## src/rtl/wb_pkg.sv

```systemverilog
// rtl/wb_pkg.sv - shared load codes, queue entry type and sizing helpers for the writeback unit
package wb_pkg;

    localparam int XLEN_DEFAULT = 32;

    typedef enum logic [2:0] {
        F3_LB  = 3'b000,
        F3_LH  = 3'b001,
        F3_LW  = 3'b010,
        F3_LBU = 3'b100,
        F3_LHU = 3'b101
    } load_f3_e;

    typedef struct packed {
        logic [4:0] rd;
        logic [2:0] funct3;
        logic [1:0] offset;
    } lq_entry_t;

    function automatic int lq_idx_w(input int depth);
        return $clog2(depth);
    endfunction

endpackage

```

## src/rtl/writeback_unit_if.sv

```systemverilog
// rtl/writeback_unit_if.sv - ALU, load request, memory return and register file write bundle
interface writeback_unit_if #(
    parameter int XLEN     = 32,
    parameter int LQ_DEPTH = 4
);
    logic                        alu_valid;
    logic [4:0]                  alu_rd;
    logic [XLEN-1:0]             alu_result;
    logic                        alu_stall;
    logic                        ld_req_valid;
    logic                        ld_req_ready;
    logic [4:0]                  ld_req_rd;
    logic [2:0]                  ld_req_funct3;
    logic [1:0]                  ld_req_offset;
    logic                        mem_rvalid;
    logic [XLEN-1:0]             mem_rdata;
    logic                        rf_we;
    logic [4:0]                  rf_dstreg_num;
    logic [XLEN-1:0]             rf_dstreg_value;
    logic [31:0]                 busy_mask;
    logic [$clog2(LQ_DEPTH):0]   lq_count;

    modport master (
        output alu_valid, alu_rd, alu_result,
        output ld_req_valid, ld_req_rd, ld_req_funct3, ld_req_offset,
        output mem_rvalid, mem_rdata,
        input  alu_stall, ld_req_ready,
        input  rf_we, rf_dstreg_num, rf_dstreg_value, busy_mask, lq_count
    );

    modport slave (
        input  alu_valid, alu_rd, alu_result,
        input  ld_req_valid, ld_req_rd, ld_req_funct3, ld_req_offset,
        input  mem_rvalid, mem_rdata,
        output alu_stall, ld_req_ready,
        output rf_we, rf_dstreg_num, rf_dstreg_value, busy_mask, lq_count
    );
endinterface

```

## src/rtl/load_align.sv

```systemverilog
// rtl/load_align.sv - selects and extends the byte/half/word lane of a returned load word
module load_align
    import wb_pkg::*;
#(
    parameter int XLEN = XLEN_DEFAULT
) (
    input  logic [2:0]      funct3,
    input  logic [1:0]      offset,
    input  logic [XLEN-1:0] rdata,
    output logic [XLEN-1:0] value
);

    logic [7:0]  byte_v;
    logic [15:0] half_v;

    always_comb begin
        byte_v = rdata[{offset, 3'b000} +: 8];
        half_v = offset[1] ? rdata[31:16] : rdata[15:0];
        value  = rdata;
        case (funct3)
            F3_LB:   value = {{(XLEN-8){byte_v[7]}}, byte_v};
            F3_LBU:  value = {{(XLEN-8){1'b0}}, byte_v};
            F3_LH:   value = {{(XLEN-16){half_v[15]}}, half_v};
            F3_LHU:  value = {{(XLEN-16){1'b0}}, half_v};
            default: value = rdata;
        endcase
    end

endmodule

```

## src/rtl/writeback_unit.sv

```systemverilog
// rtl/writeback_unit.sv - register file writeback arbiter with in-order load queue
// Optional protocol error flag enabled by defining WB_PROTOCOL_CHK_EN.
module writeback_unit
    import wb_pkg::*;
#(
    parameter int LQ_DEPTH = 4,
    parameter int XLEN     = XLEN_DEFAULT
) (
    input  logic              clk,
    input  logic              rst_n,
    writeback_unit_if.slave   bus
`ifdef WB_PROTOCOL_CHK_EN
    ,
    output logic              err
`endif
);

    localparam int IDXW = lq_idx_w(LQ_DEPTH);
    localparam logic [IDXW:0] FULL_CNT = (IDXW+1)'(LQ_DEPTH);

    typedef logic [IDXW-1:0] idx_t;

    lq_entry_t       lq_mem [LQ_DEPTH];
    idx_t            head;
    idx_t            tail;
    logic [IDXW:0]   count;
    logic            push;
    logic            pop;
    lq_entry_t       head_entry;
    logic [XLEN-1:0] head_value;
    logic [31:0]     busy;
    idx_t            rel;

    assign bus.ld_req_ready = (count < FULL_CNT);
    assign push             = bus.ld_req_valid && bus.ld_req_ready;
    assign pop              = bus.mem_rvalid && (count != '0);
    assign bus.alu_stall    = pop && bus.alu_valid;
    assign bus.lq_count     = count;
    assign bus.busy_mask    = busy;
    assign head_entry       = lq_mem[head];

    load_align #(.XLEN(XLEN)) u_load_align (
        .funct3 (head_entry.funct3),
        .offset (head_entry.offset),
        .rdata  (bus.mem_rdata),
        .value  (head_value)
    );

    always_ff @(posedge clk) begin
        if (push) begin
            lq_mem[tail] <= '{rd: bus.ld_req_rd, funct3: bus.ld_req_funct3,
                              offset: bus.ld_req_offset};
        end
    end

    always_ff @(posedge clk) begin
        if (!rst_n) begin
            head  <= '0;
            tail  <= '0;
            count <= '0;
        end else begin
            if (push) tail <= tail + idx_t'(1);
            if (pop)  head <= head + idx_t'(1);
            case ({push, pop})
                2'b10:   count <= count + 1'b1;
                2'b01:   count <= count - 1'b1;
                default: count <= count;
            endcase
        end
    end

    // An entry is live when its distance from head is below the occupancy.
    always_comb begin
        busy = '0;
        rel  = '0;
        for (int i = 0; i < LQ_DEPTH; i++) begin
            rel = idx_t'(i) - head;
            if ({1'b0, rel} < count) busy[lq_mem[i].rd] = 1'b1;
        end
        busy[0] = 1'b0;
    end

    always_ff @(posedge clk) begin
        if (!rst_n) begin
            bus.rf_we           <= 1'b0;
            bus.rf_dstreg_num   <= '0;
            bus.rf_dstreg_value <= '0;
        end else if (pop) begin
            bus.rf_we           <= (head_entry.rd != 5'd0);
            bus.rf_dstreg_num   <= head_entry.rd;
            bus.rf_dstreg_value <= head_value;
        end else if (bus.alu_valid) begin
            bus.rf_we           <= (bus.alu_rd != 5'd0);
            bus.rf_dstreg_num   <= bus.alu_rd;
            bus.rf_dstreg_value <= bus.alu_result;
        end else begin
            bus.rf_we           <= 1'b0;
        end
    end

`ifdef WB_PROTOCOL_CHK_EN
    always_ff @(posedge clk) begin
        if (!rst_n) begin
            err <= 1'b0;
        end else if ((bus.mem_rvalid && count == '0) ||
                     (bus.ld_req_valid && !bus.ld_req_ready)) begin
            err <= 1'b1;
        end
    end
`endif

endmodule

```

## src/flat_wrapper.sv

```systemverilog
// flat-port wrapper written by rule: the top's interface ports become plain ports
module writeback_unit_flat import wb_pkg::*;
#(
    parameter int LQ_DEPTH = 4,
    parameter int XLEN     = XLEN_DEFAULT
)
  (clk, rst_n, bus_alu_valid, bus_alu_rd, bus_alu_result, bus_ld_req_valid, bus_ld_req_rd, bus_ld_req_funct3, bus_ld_req_offset, bus_mem_rvalid, bus_mem_rdata, bus_alu_stall, bus_ld_req_ready, bus_rf_we, bus_rf_dstreg_num, bus_rf_dstreg_value, bus_busy_mask, bus_lq_count);
  writeback_unit_if #(.XLEN(XLEN), .LQ_DEPTH(LQ_DEPTH)) bus_i ();
  input  logic clk;
  input  logic rst_n;
  input wire logic [$bits(bus_i.alu_valid)-1:0] bus_alu_valid;
  input wire logic [$bits(bus_i.alu_rd)-1:0] bus_alu_rd;
  input wire logic [$bits(bus_i.alu_result)-1:0] bus_alu_result;
  input wire logic [$bits(bus_i.ld_req_valid)-1:0] bus_ld_req_valid;
  input wire logic [$bits(bus_i.ld_req_rd)-1:0] bus_ld_req_rd;
  input wire logic [$bits(bus_i.ld_req_funct3)-1:0] bus_ld_req_funct3;
  input wire logic [$bits(bus_i.ld_req_offset)-1:0] bus_ld_req_offset;
  input wire logic [$bits(bus_i.mem_rvalid)-1:0] bus_mem_rvalid;
  input wire logic [$bits(bus_i.mem_rdata)-1:0] bus_mem_rdata;
  output wire logic [$bits(bus_i.alu_stall)-1:0] bus_alu_stall;
  output wire logic [$bits(bus_i.ld_req_ready)-1:0] bus_ld_req_ready;
  output wire logic [$bits(bus_i.rf_we)-1:0] bus_rf_we;
  output wire logic [$bits(bus_i.rf_dstreg_num)-1:0] bus_rf_dstreg_num;
  output wire logic [$bits(bus_i.rf_dstreg_value)-1:0] bus_rf_dstreg_value;
  output wire logic [$bits(bus_i.busy_mask)-1:0] bus_busy_mask;
  output wire logic [$bits(bus_i.lq_count)-1:0] bus_lq_count;
  assign bus_i.alu_valid = bus_alu_valid;
  assign bus_i.alu_rd = bus_alu_rd;
  assign bus_i.alu_result = bus_alu_result;
  assign bus_i.ld_req_valid = bus_ld_req_valid;
  assign bus_i.ld_req_rd = bus_ld_req_rd;
  assign bus_i.ld_req_funct3 = bus_ld_req_funct3;
  assign bus_i.ld_req_offset = bus_ld_req_offset;
  assign bus_i.mem_rvalid = bus_mem_rvalid;
  assign bus_i.mem_rdata = bus_mem_rdata;
  assign bus_alu_stall = bus_i.alu_stall;
  assign bus_ld_req_ready = bus_i.ld_req_ready;
  assign bus_rf_we = bus_i.rf_we;
  assign bus_rf_dstreg_num = bus_i.rf_dstreg_num;
  assign bus_rf_dstreg_value = bus_i.rf_dstreg_value;
  assign bus_busy_mask = bus_i.busy_mask;
  assign bus_lq_count = bus_i.lq_count;
  writeback_unit #(.LQ_DEPTH(LQ_DEPTH), .XLEN(XLEN)) u_core (.clk(clk), .rst_n(rst_n), .bus(bus_i));
endmodule
```

## config.mk

```make
export PLATFORM = sky130hd
export DESIGN_NAME = writeback_unit_flat
export DESIGN_NICKNAME = d
export VERILOG_FILES = /design/src/rtl/wb_pkg.sv /design/src/rtl/writeback_unit_if.sv /design/src/rtl/load_align.sv /design/src/rtl/writeback_unit.sv /design/src/flat_wrapper.sv
export SDC_FILE = /design/constraint.sdc
export NUM_CORES = 1
export LEC_CHECK = 0
export ABC_AREA = 1
export BUFFER_PORTS_ARGS = -buffer_cell sky130_fd_sc_hd__buf_2
export CORE_MARGIN = 1.5
export CORE_UTILIZATION = 49
export CTS_BUF_LIST = sky130_fd_sc_hd__clkbuf_4 sky130_fd_sc_hd__clkbuf_8
export DETAILED_ROUTE_END_ITERATION = 16
export PLACE_DENSITY_LB_ADDON = 0.3
export RECOVER_POWER = 25
export SYNTH_ARGS = -nofsm -noshare
export SYNTH_HDL_FRONTEND = slang
export SYNTH_HIERARCHICAL = 1
export SYNTH_SLANG_ARGS = --single-unit
```

## constraint.sdc

```tcl
create_clock -name clk -period 1.9 [get_ports clk]
set_input_delay 0.095 -clock clk [delete_from_list [all_inputs] [get_ports clk]]
set_output_delay 0.095 -clock clk [all_outputs]
set_load 0.005 [all_outputs]
```

==> impl_metrics.json, run 1 <==
{
  "drc_errors": 0,
  "critPathLaunchType": "register",
  "grt_overflow": 0,
  "synth.largest_area_cell": "edfxtp_1",
  "seq_area_frac_synth": 0.384,
  "hold_violations": 0,
  "syn-cell-area_um2": 5570,
  "power_mw": 9.99,
  "cp_max_fo": 7,
  "avgViaCountPerCell": 5.58,
  "nFillCells": 914,
  "drtIter0Drc": 654,
  "synth_cell_type_count": 38,
  "synth_top_area_frac": 0.216,
  "hold_class": "primary input to register",
  "met1_usage": 0.364,
  "asyncSetResetFlopFracSynth": 0,
  "maxSlewViolCount": 0,
  "syn_to_final_growth_pct": 37.4,
  "place_hpwl_mm": 13.1,
  "grtUsageTotal": 0.291,
  "grt_max_degree": 40,
  "wire_per_inst_um": 16.0,
  "die-area_um2": 12000,
  "worstPathArrival_ns": 2.11,
  "clock_sinks": 87,
  "fmax_mhz": 453,
  "cts_tree": "done",
  "num_rows": 38,
  "gp_congestion": 0.968,
  "synth_edf_count": 40,
  "start_util": 0.507,
  "grtUsageMet3": 0.0581,
  "ant_nets": 0,
  "maxCapViolCount": 0,
  "clock_latency_ns": 0.36,
  "cts-root-buf": "clkbuf_8",
  "gr-usage-met2": 0.484,
  "setup_ws_ns": -0.307,
  "ys_top_cells_by_area": "edfxtp_1 (22%), nand2_1 (21%), dfxtp_1 (17%)",
  "cp_slowest_cell": "dfxtp_4",
  "syn_nets": 886,
  "crit_buf_inv": 3,
  "power.density_nw_per_um2": 1300,
  "synth_most_common_cell": "nand2_1",
  "yosysWarningCount": 6,
  "port_buffers": 157,
  "synth.top_cells.by_count": "nand2_1 (311), nand3_1 (66), inv_1 (61)",
  "final_nets": 1117,
  "timing.slew.headroom": 0.563,
  "outcome": "complete, but fails checks",
  "antenna_found_initial": 1,
  "period_minus_slack_ns": 2.21,
  "busiest_layer": "met2",
  "skew_ns": 0.0127,
  "cts.htree.levels": 3,
  "path_clk_slew_ns": 0.09,
  "rsz0062_at_grt": "true",
  "drt-pass1-iter-count": 5,
  "hold_slack_ns": 0.0116,
  "violations": "setup timing",
  "end_kind": "output pin",
  "clockBufferDepth": 2,
  "die_w_um": 110,
  "drt-total-wl_mm": 18.7,
  "slowest_delay_ns": 0.36,
  "crit_top_cell": "buf_4",
  "ir_worst_vdd_v": 0.000774,
  "period_share": 1.16,
  "synthCells": 792,
  "core_um2": 11000,
  "required_ns": 1.80,
  "io-pin-count": 159,
  "grt_pass1_vias": 5620,
  "die_h_um": 110,
  "layout-drive-gt1-share": 0.297,
  "synth-seq-cells": 87,
  "final-setup-viol-count": 31,
  "leakage_nw": 3.57,
  "avgSynthCellArea_um2": 7.04,
  "cts_inserted_buffers": 9,
  "worstSetupPathType": "register to output pin",
  "synthFlopType": "dfxtp_1",
  "path_cells": "xor2_2 > buf_4 > ha_4 > nand3_4 > o21ai_4 > nor2_1 > buf_4 > a22oi_2 > nand2_1 > buf_2",
  "vias": 6522,
  "cpLargestDelayFamily": "buffers and inverters",
  "tightestPinTransition_ns": 0.650,
  "grt_pass1_wl_mm": 26.9
}
## power by group
part	leakage, nW	total, mW	switching, mW	internal (mW)
sequential	0.758	2.61	0.259	2.35
combinational	2.70	6.03	3.57	2.46
clock	0.106	1.35	0.639	0.707
## flip-flops by register name (all words and copies together), names as in the netlist, named ones only
register                    count
u_core/bus.lq_count             3
u_core/bus.rf_dstreg_num        5
u_core/bus.rf_dstreg_value     32
u_core/bus.rf_we                1
u_core/head                     2
u_core/lq_mem                  40
u_core/tail                     2
## layout by cell type, fill, tap and decap left out, drive strengths merged
| cell type | instances |
|---|---|
| edfxtp | 40 |
| diode | 1 |
| o21bai | 1 |
| xor2 | 1 |
| dfxtp | 47 |
| clkbuf | 23 |
| nand3 | 75 |
| o2111ai | 15 |
| dlygate4sd3 | 36 |
| bufinv | 1 |
| o22ai | 5 |
| nor2 | 45 |
| fa | 1 |
| nor3 | 31 |
| clkinvlp | 1 |
| a22oi | 6 |
| o211ai | 2 |
| nand4 | 14 |
| conb | 1 |
| and2 | 1 |
| nand2 | 320 |
| ha | 9 |
| inv | 68 |
| a31oi | 37 |
| o21ai | 23 |
| a21oi | 10 |
| or2 | 8 |
| clkinv | 3 |
| buf | 204 |
## worst paths after layout
| kind | endpoint | start | cells after the start | slack, ns |
|---|---|---|---|---|
| setup / recovery | bus_busy_mask[13] | u_core/head[1]$_SDFFE_PN0N_ | 10 | -0.31 |
| setup reg to reg | u_core/bus.rf_dstreg_value[0]$_SDFFE_PN0P_ | register | 11 | 0.04 |
| hold reg to reg | u_core/bus.rf_dstreg_value[10]$_SDFFE_PN0P_ | u_core/bus.rf_dstreg_value[10]$_SDFFE_PN0P_ | 2 | 0.48 |
| hold / removal | u_core/bus.rf_dstreg_value[16]$_SDFFE_PN0P_ | bus_alu_result[16] | 3 | 0.01 |
## layout make-up
class                           count  area [um^2]  share of cell area
Antenna cell                        1         2.50            0.000327
Clock buffer                       13          166              0.0217
Clock inverter                      3         42.5             0.00555
Inverter                           70          278              0.0363
Multi-Input combinational cell    605         3180               0.416
Sequential cell                    87         2160               0.282
Tap cell                          140          175              0.0229
Timing Repair Buffer              250         1650               0.216
## worst register-to-register path: stages, from the launching register on
cell     delay [ns]
dfxtp_4        0.37
buf_4          0.15
o21ai_2        0.15
o22ai_2        0.15
buf_4          0.17
nor2_2         0.13
nand2_2        0.10
buf_4          0.15
nand3_1        0.06
nand3_1        0.12
nand2_1        0.10
a31oi_1        0.08
## logic make-up (layout without fill, tap and decap cells)
group / Yosys count / after routing / share of synthesized area
adder cells (fa/ha/maj): 10 / 10 / 0.0238
flip-flops: 87 / 87 / 0.384
AO/OA/AOI/OAI: 99 / 99 / 0.113
XOR/XNOR: 1 / 1 / 0.00157
buffers and inverters: 101 / 336 / 0.0891
other: 1 / 2 / 0.000673
AND/OR/NAND/NOR: 493 / 494 / 0.387
## repair_timing
action,CTS,global route
gates resized for setup,31,45
hold buffers,35,1
setup buffers,3,4
setup endpoints to repair,60,64
gates cloned,0,1
pin swaps,12,16
hold endpoints to repair,65,1
## metal layers
metal  routed length (um)  share of wire
met1                 7500           0.40
met2                 8830           0.47
met3                 1900           0.10
met4                  492          0.026
met5                    0              0
## through the flow
step | utilization | setup WS [ns] | setup TNS (ns) | cell area (um^2) | instances
5_1_grt | 0.697 | -0.351 | -9.63 | 7660 | 1169
2_1_floorplan | - | 0.00254 | 0 | 5600 | 792
3_3_place_gp | 0.615 | 0.00373 | 0 | 6760 | 1108
6_report | 0.697 | -0.307 | -6.93 | 7660 | 1169
3_5_place_dp | 0.615 | -0.165 | -1.75 | 6760 | 1108
4_1_cts | 0.680 | -0.277 | -7.07 | 7470 | 1162
No activity file was read; power rests on OpenSTA's default activity.
==> run 2: changes to the inputs <==
- SETUP_SLACK_MARGIN: not set -> 0.4
==> impl_metrics.json, run 2 (synthesis results as in run 1) <==
{
  "outcome": "complete, but fails checks",
  "violations": "hold timing, setup timing",
  "hold_slack_ns": -0.00712,
  "vias": 7452,
  "cp_max_fo": 7,
  "cts.htree.levels": 3,
  "timing.slew.headroom": 0.448,
  "grt_max_degree": 40,
  "setup_ws_ns": -0.310,
  "grtUsageTotal": 0.334,
  "rsz0062_at_grt": "true",
  "finalSetupTns_ns": -7.42,
  "drt-total-wl_mm": 24.7,
  "period_share": 1.16,
  "cts-root-buf": "clkbuf_8",
  "layout-drive-gt1-share": 0.434,
  "clock_sinks": 87,
  "worstPathArrival_ns": 2.12,
  "final_nets": 1133,
  "wire_per_inst_um": 20.8,
  "final_cell_mix": "nand2_1 (249), buf_2 (147), nand2_2 (57)",
  "top_register": "u_core/lq_mem",
  "die_w_um": 110,
  "r2r_slack_ns": -0.05,
  "power.density_nw_per_um2": 1440,
  "maxCapViolCount": 0,
  "drt-pass1-iter-count": 10,
  "hold_violations": 1,
  "place_hpwl_mm": 13.3,
  "fmax_mhz": 452,
  "final_common_cell": "nand2_1",
  "cts_inserted_buffers": 9,
  "whs_path_depth": 3,
  "start_util": 0.507,
  "gp_congestion": 0.985,
  "clock_latency_ns": 0.39,
  "critPathLaunch": "u_core/head[1]$_SDFFE_PN0N_",
  "final-setup-viol-count": 33,
  "cts_tree": "done",
  "dp_slack_ns": 0.0323,
  "required_ns": 1.80,
  "period_minus_slack_ns": 2.21,
  "grt_pass1_wl_mm": 30.6,
  "port_buffers": 157,
  "syn_to_final_growth_pct": 55.9,
  "hold_class": "primary input to register",
  "drtIter0Drc": 1277,
  "min_to": "u_core/bus.lq_count[2]$_SDFFE_PN0P_",
  "ir_worst_vdd_v": 0.000906,
  "regArea_um2": 2170,
  "antenna_found_initial": 1,
  "critPathLaunchType": "register",
  "die_h_um": 110,
  "tightestPinTransition_ns": 0.822,
  "drc_errors": 0,
  "r2r_cells": 12,
  "num_rows": 38,
  "grt_overflow": 0,
  "grt_pass1_vias": 6230,
  "skew_ns": 0.0181,
  "worstSetupPathType": "register to output pin",
  "clockBufferDepth": 2,
  "hold_start": "rst_n",
  "multiInputGateArea_um2": 3920,
  "end_kind": "output pin",
  "top_regs": "u_core/lq_mem x40, u_core/bus.rf_dstreg_value x32, u_core/bus.rf_dstreg_num x5",
  "ant_nets": 0,
  "core_um2": 11000,
  "largest_register_ffs": 40,
  "leakage_nw": 3.95,
  "io-pin-count": 159,
  "path_clk_slew_ns": 0.09,
  "maxSlewViolCount": 0,
  "die-area_um2": 12000,
  "r2r-end": "u_core/bus.rf_dstreg_value[8]$_SDFFE_PN0P_",
  "nFillCells": 683,
  "avgViaCountPerCell": 6.29
}
-- run 2: changes by cell type in the layout (fill, tap and decap cells not counted), moves of 10 or more --
cell	before	now
nor2_4	0	10
nand3_1	63	26
nand2_2	13	57
nand2_1	300	249
buf_6	8	21
nand3_2	11	42
-- run 2: per-stage QoR --
stage / area [um^2] / std cells / hold slack (ns) / utilization / power [mW]
after global placement: 6750 / 1100 / 0.311 / 0.615 / 7.56
final: 8690 / 1185 / -0.00712 / 0.791 / 12.5
after global routing: 8690 / 1185 / -0.00992 / 0.791 / 13.0
after floorplan: 5700 / 792 / 0.194 / - / 6.07
after CTS: 8070 / 1174 / 0.00221 / 0.735 / 10.7
after detailed placement: 6750 / 1100 / 0.313 / 0.615 / 7.63
-- run 2: where the power goes --
| part | internal (mW) | switching (mW) |
|---|---|---|
| sequential | 2.37 | 0.316 |
| combinational | 3.33 | 5.02 |
| clock | 0.771 | 0.700 |
| total | 6.46 | 6.04 |
-- run 2: worst max path at each step --
stage / to / slack (ns) / cells past startpoint
2_1_floorplan: u_core/bus.rf_dstreg_value[29]$_SDFFE_PN0P_ / 0.15 / 11
3_3_place_gp: bus_busy_mask[3] / 0.06 / 9
3_5_place_dp: u_core/bus.rf_dstreg_value[3]$_SDFFE_PN0P_ / 0.03 / 12
4_1_cts: bus_busy_mask[13] / -0.25 / 10
5_1_grt: bus_busy_mask[29] / -0.40 / 10
6_report: bus_busy_mask[25] / -0.31 / 10
-- run 2: what timing repair did --
action                     in CTS  in global routing
setup endpoints to repair      67                 72
gates cloned                    4                  5
resized for setup             139                127
pin swaps                      74                 45
buffers inserted               19                  5
hold buffers                   35                  0
hold endpoints to repair       65                  0
-- run 2: final cells by class --
cell class,instances,area share
clock inverter,5,0.00950
antenna,1,0.000288
clock buffer,11,0.0160
multi-input combinational,608,0.451
timing repair inverter,1,0.000576
tap,140,0.0202
timing repair buffer,262,0.216
sequential,87,0.249
inverter,70,0.0379
-- run 2: per-layer routing --
metal  vias up  global-route usage  routed length, um
met3       215              0.0848               3240
met2       692               0.526              11200
met4         4               0.170               1620
met1      3375               0.424               8580
met5         -                   0                 57
li1       3166                   -                  -
-- run 2: worst max-delay path, cell delays in order (launching register included) --
cell and delay [ns]:
dfxtp_4 0.36, xor2_2 0.19, inv_2 0.07, ha_4 0.23, nand3_4 0.10, nand2_4 0.09
nor3_4 0.21, buf_6 0.19, nand2_2 0.06, o2111ai_2 0.08, buf_2 0.14
==> run 3: changes to the inputs <==
- SETUP_SLACK_MARGIN: 0.4 -> 0.1
- SKIP_CTS_REPAIR_TIMING: not set -> 1
==> impl_metrics.json, run 3 (synthesis results as in run 1) <==
{
  "outcome": "complete, but fails checks",
  "violations": "hold timing, setup timing",
  "critPathLaunchType": "register",
  "grt_overflow": 0,
  "nFillCells": 824,
  "drc_errors": 0,
  "top_register": "u_core/lq_mem",
  "skew_ns": 0.0144,
  "p_sw_frac": 0.477,
  "cp_max_fo": 8,
  "required_ns": 1.80,
  "stdcell_count": 1164,
  "top_regs": "u_core/lq_mem x40, u_core/bus.rf_dstreg_value x32, u_core/bus.rf_dstreg_num x5",
  "grt_pass1_wl_mm": 25.4,
  "num_rows": 38,
  "path_clk_slew_ns": 0.10,
  "drtIter0Drc": 1012,
  "tightestPinTransition_ns": 0.781,
  "hold_slack_ns": -0.00784,
  "leakage_nw": 3.80,
  "layout-drive-gt1-share": 0.384,
  "wire_per_inst_um": 17.5,
  "grtUsageTotal": 0.275,
  "worstPathArrival_ns": 2.08,
  "cts_inserted_buffers": 9,
  "final-setup-viol-count": 57,
  "place_inst": 1103,
  "hold_class": "primary input to register",
  "hold_violations": 4,
  "grt_max_degree": 40,
  "drt-total-wl_mm": 20.4,
  "period_minus_slack_ns": 2.18,
  "clock_sinks": 87,
  "die_h_um": 110,
  "clockBufferDepth": 2,
  "final_common_cell": "nand2_1",
  "vias": 6781,
  "p_comb_frac": 0.646,
  "rsz0062_at_grt": "true",
  "antenna_found_initial": 1,
  "maxSlewViolCount": 0,
  "die_w_um": 110,
  "worstSetupPathType": "register to output pin",
  "grt_pass1_vias": 5231,
  "cts-root-buf": "clkbuf_8",
  "timing.slew.headroom": 0.475,
  "cts.htree.levels": 3,
  "setup_ws_ns": -0.279,
  "port_buffers": 157,
  "ir_worst_vdd_v": 0.000937,
  "pwr-share-seq": 0.235,
  "maxCapViolCount": 0,
  "gp_congestion": 0.926,
  "largest_register_ffs": 40,
  "period_share": 1.15,
  "power_frac_clock": 0.119,
  "fmax_mhz": 459,
  "place_hpwl_mm": 12.9,
  "clock_latency_ns": 0.38,
  "avgViaCountPerCell": 5.83,
  "core_um2": 11000,
  "final_cell_mix": "nand2_1 (279), buf_2 (149), inv_1 (56)",
  "end_kind": "output pin",
  "power.internal_mw": 5.88,
  "power.density_nw_per_um2": 1390,
  "drt-pass1-iter-count": 6,
  "ant_nets": 0,
  "io-pin-count": 159,
  "cts_tree": "done",
  "start_util": 0.507,
  "syn_to_final_growth_pct": 45.3,
  "power_switching_mw": 5.37,
  "post-route-util": 0.737,
  "final_nets": 1112,
  "die-area_um2": 12000,
  "power_mw": 11.2
}
==> run 3: cell types whose count changed in the layout (fill, tap and decap cells not counted), moves of 5 or more <==
cell / before / now
buf_6: 21 / 13
nand2_1: 249 / 279
nand2_8: 9 / 4
dlygate4sd3_1: 35 / 23
nand2_4: 8 / 14
nand2_2: 57 / 26
==> run 3: metal layers <==
layer | global-route usage | share of wire | vias up
li1 | - | - | 3123
met1 | 0.382 | 0.39 | 3062
met2 | 0.419 | 0.45 | 487
met3 | 0.0658 | 0.11 | 109
met4 | 0.0881 | 0.044 | 0
met5 | 0 | 0 | -
==> run 3: stage by stage <==
step	setup TNS, ns	hold slack, ns	instance area (um^2)	worst slack [ns]
floorplan	0	0.194	5660	0.103
global placement	0	0.315	6740	0.0684
detailed placement	0	0.316	6740	0.0175
CTS	-9.78	-0.0779	6940	-0.405
global route	-14.84	0.0000557	8100	-0.390
finish	-9.20	-0.00784	8100	-0.279
==> run 3: power groups by stage <==
stage               Combinational (mW)  Clock, mW  Sequential (mW)
finish                            7.27       1.33             2.65
global route                      7.70       1.44             2.68
CTS                               4.99       1.35             2.59
detailed placement                4.96          0             2.64
floorplan                         3.39          0             2.60
global placement                  4.93          0             2.63
==> run 3: critical path: stages, from the launching register on <==
cell and delay (ns):
dfxtp_2 0.38, xor2_2 0.16, inv_1 0.06, ha_1 0.30, nand3_2 0.09, nand2_4 0.08, nor3_4 0.20, buf_12 0.17
a22oi_1 0.07, nand2_1 0.10, buf_2 0.11
==> run 3: worst paths after layout <==
| check | depth (start not counted) | to | slack (ns) | start |
|---|---|---|---|---|
| worst max register to register | 9 | u_core/bus.rf_dstreg_value[26]$_SDFFE_PN0P_ | -0.19 | register |
| worst min-delay path | 3 | u_core/bus.rf_dstreg_num[2]$_SDFFE_PN0P_ | -0.008 | bus_alu_rd[2] |
| worst min register to register | 2 | u_core/bus.rf_dstreg_value[0]$_SDFFE_PN0P_ | 0.49 | u_core/bus.rf_dstreg_value[0]$_SDFFE_PN0P_ |
| worst max-delay path | 10 | bus_busy_mask[13] | -0.28 | u_core/head[1]$_SDFFE_PN0N_ |
==> run 3: area by class of cell <==
type / instances / area, um^2 / area share
sequential: 87 / 2160 / 0.267
tap: 140 / 175 / 0.0216
inverter: 70 / 288 / 0.0355
multi-input combinational: 608 / 3660 / 0.452
antenna: 1 / 2.50 / 0.000309
clock inverter: 7 / 78.8 / 0.00974
clock buffer: 9 / 124 / 0.0153
timing repair inverter: 1 / 7.51 / 0.000927
timing repair buffer: 241 / 1600 / 0.198
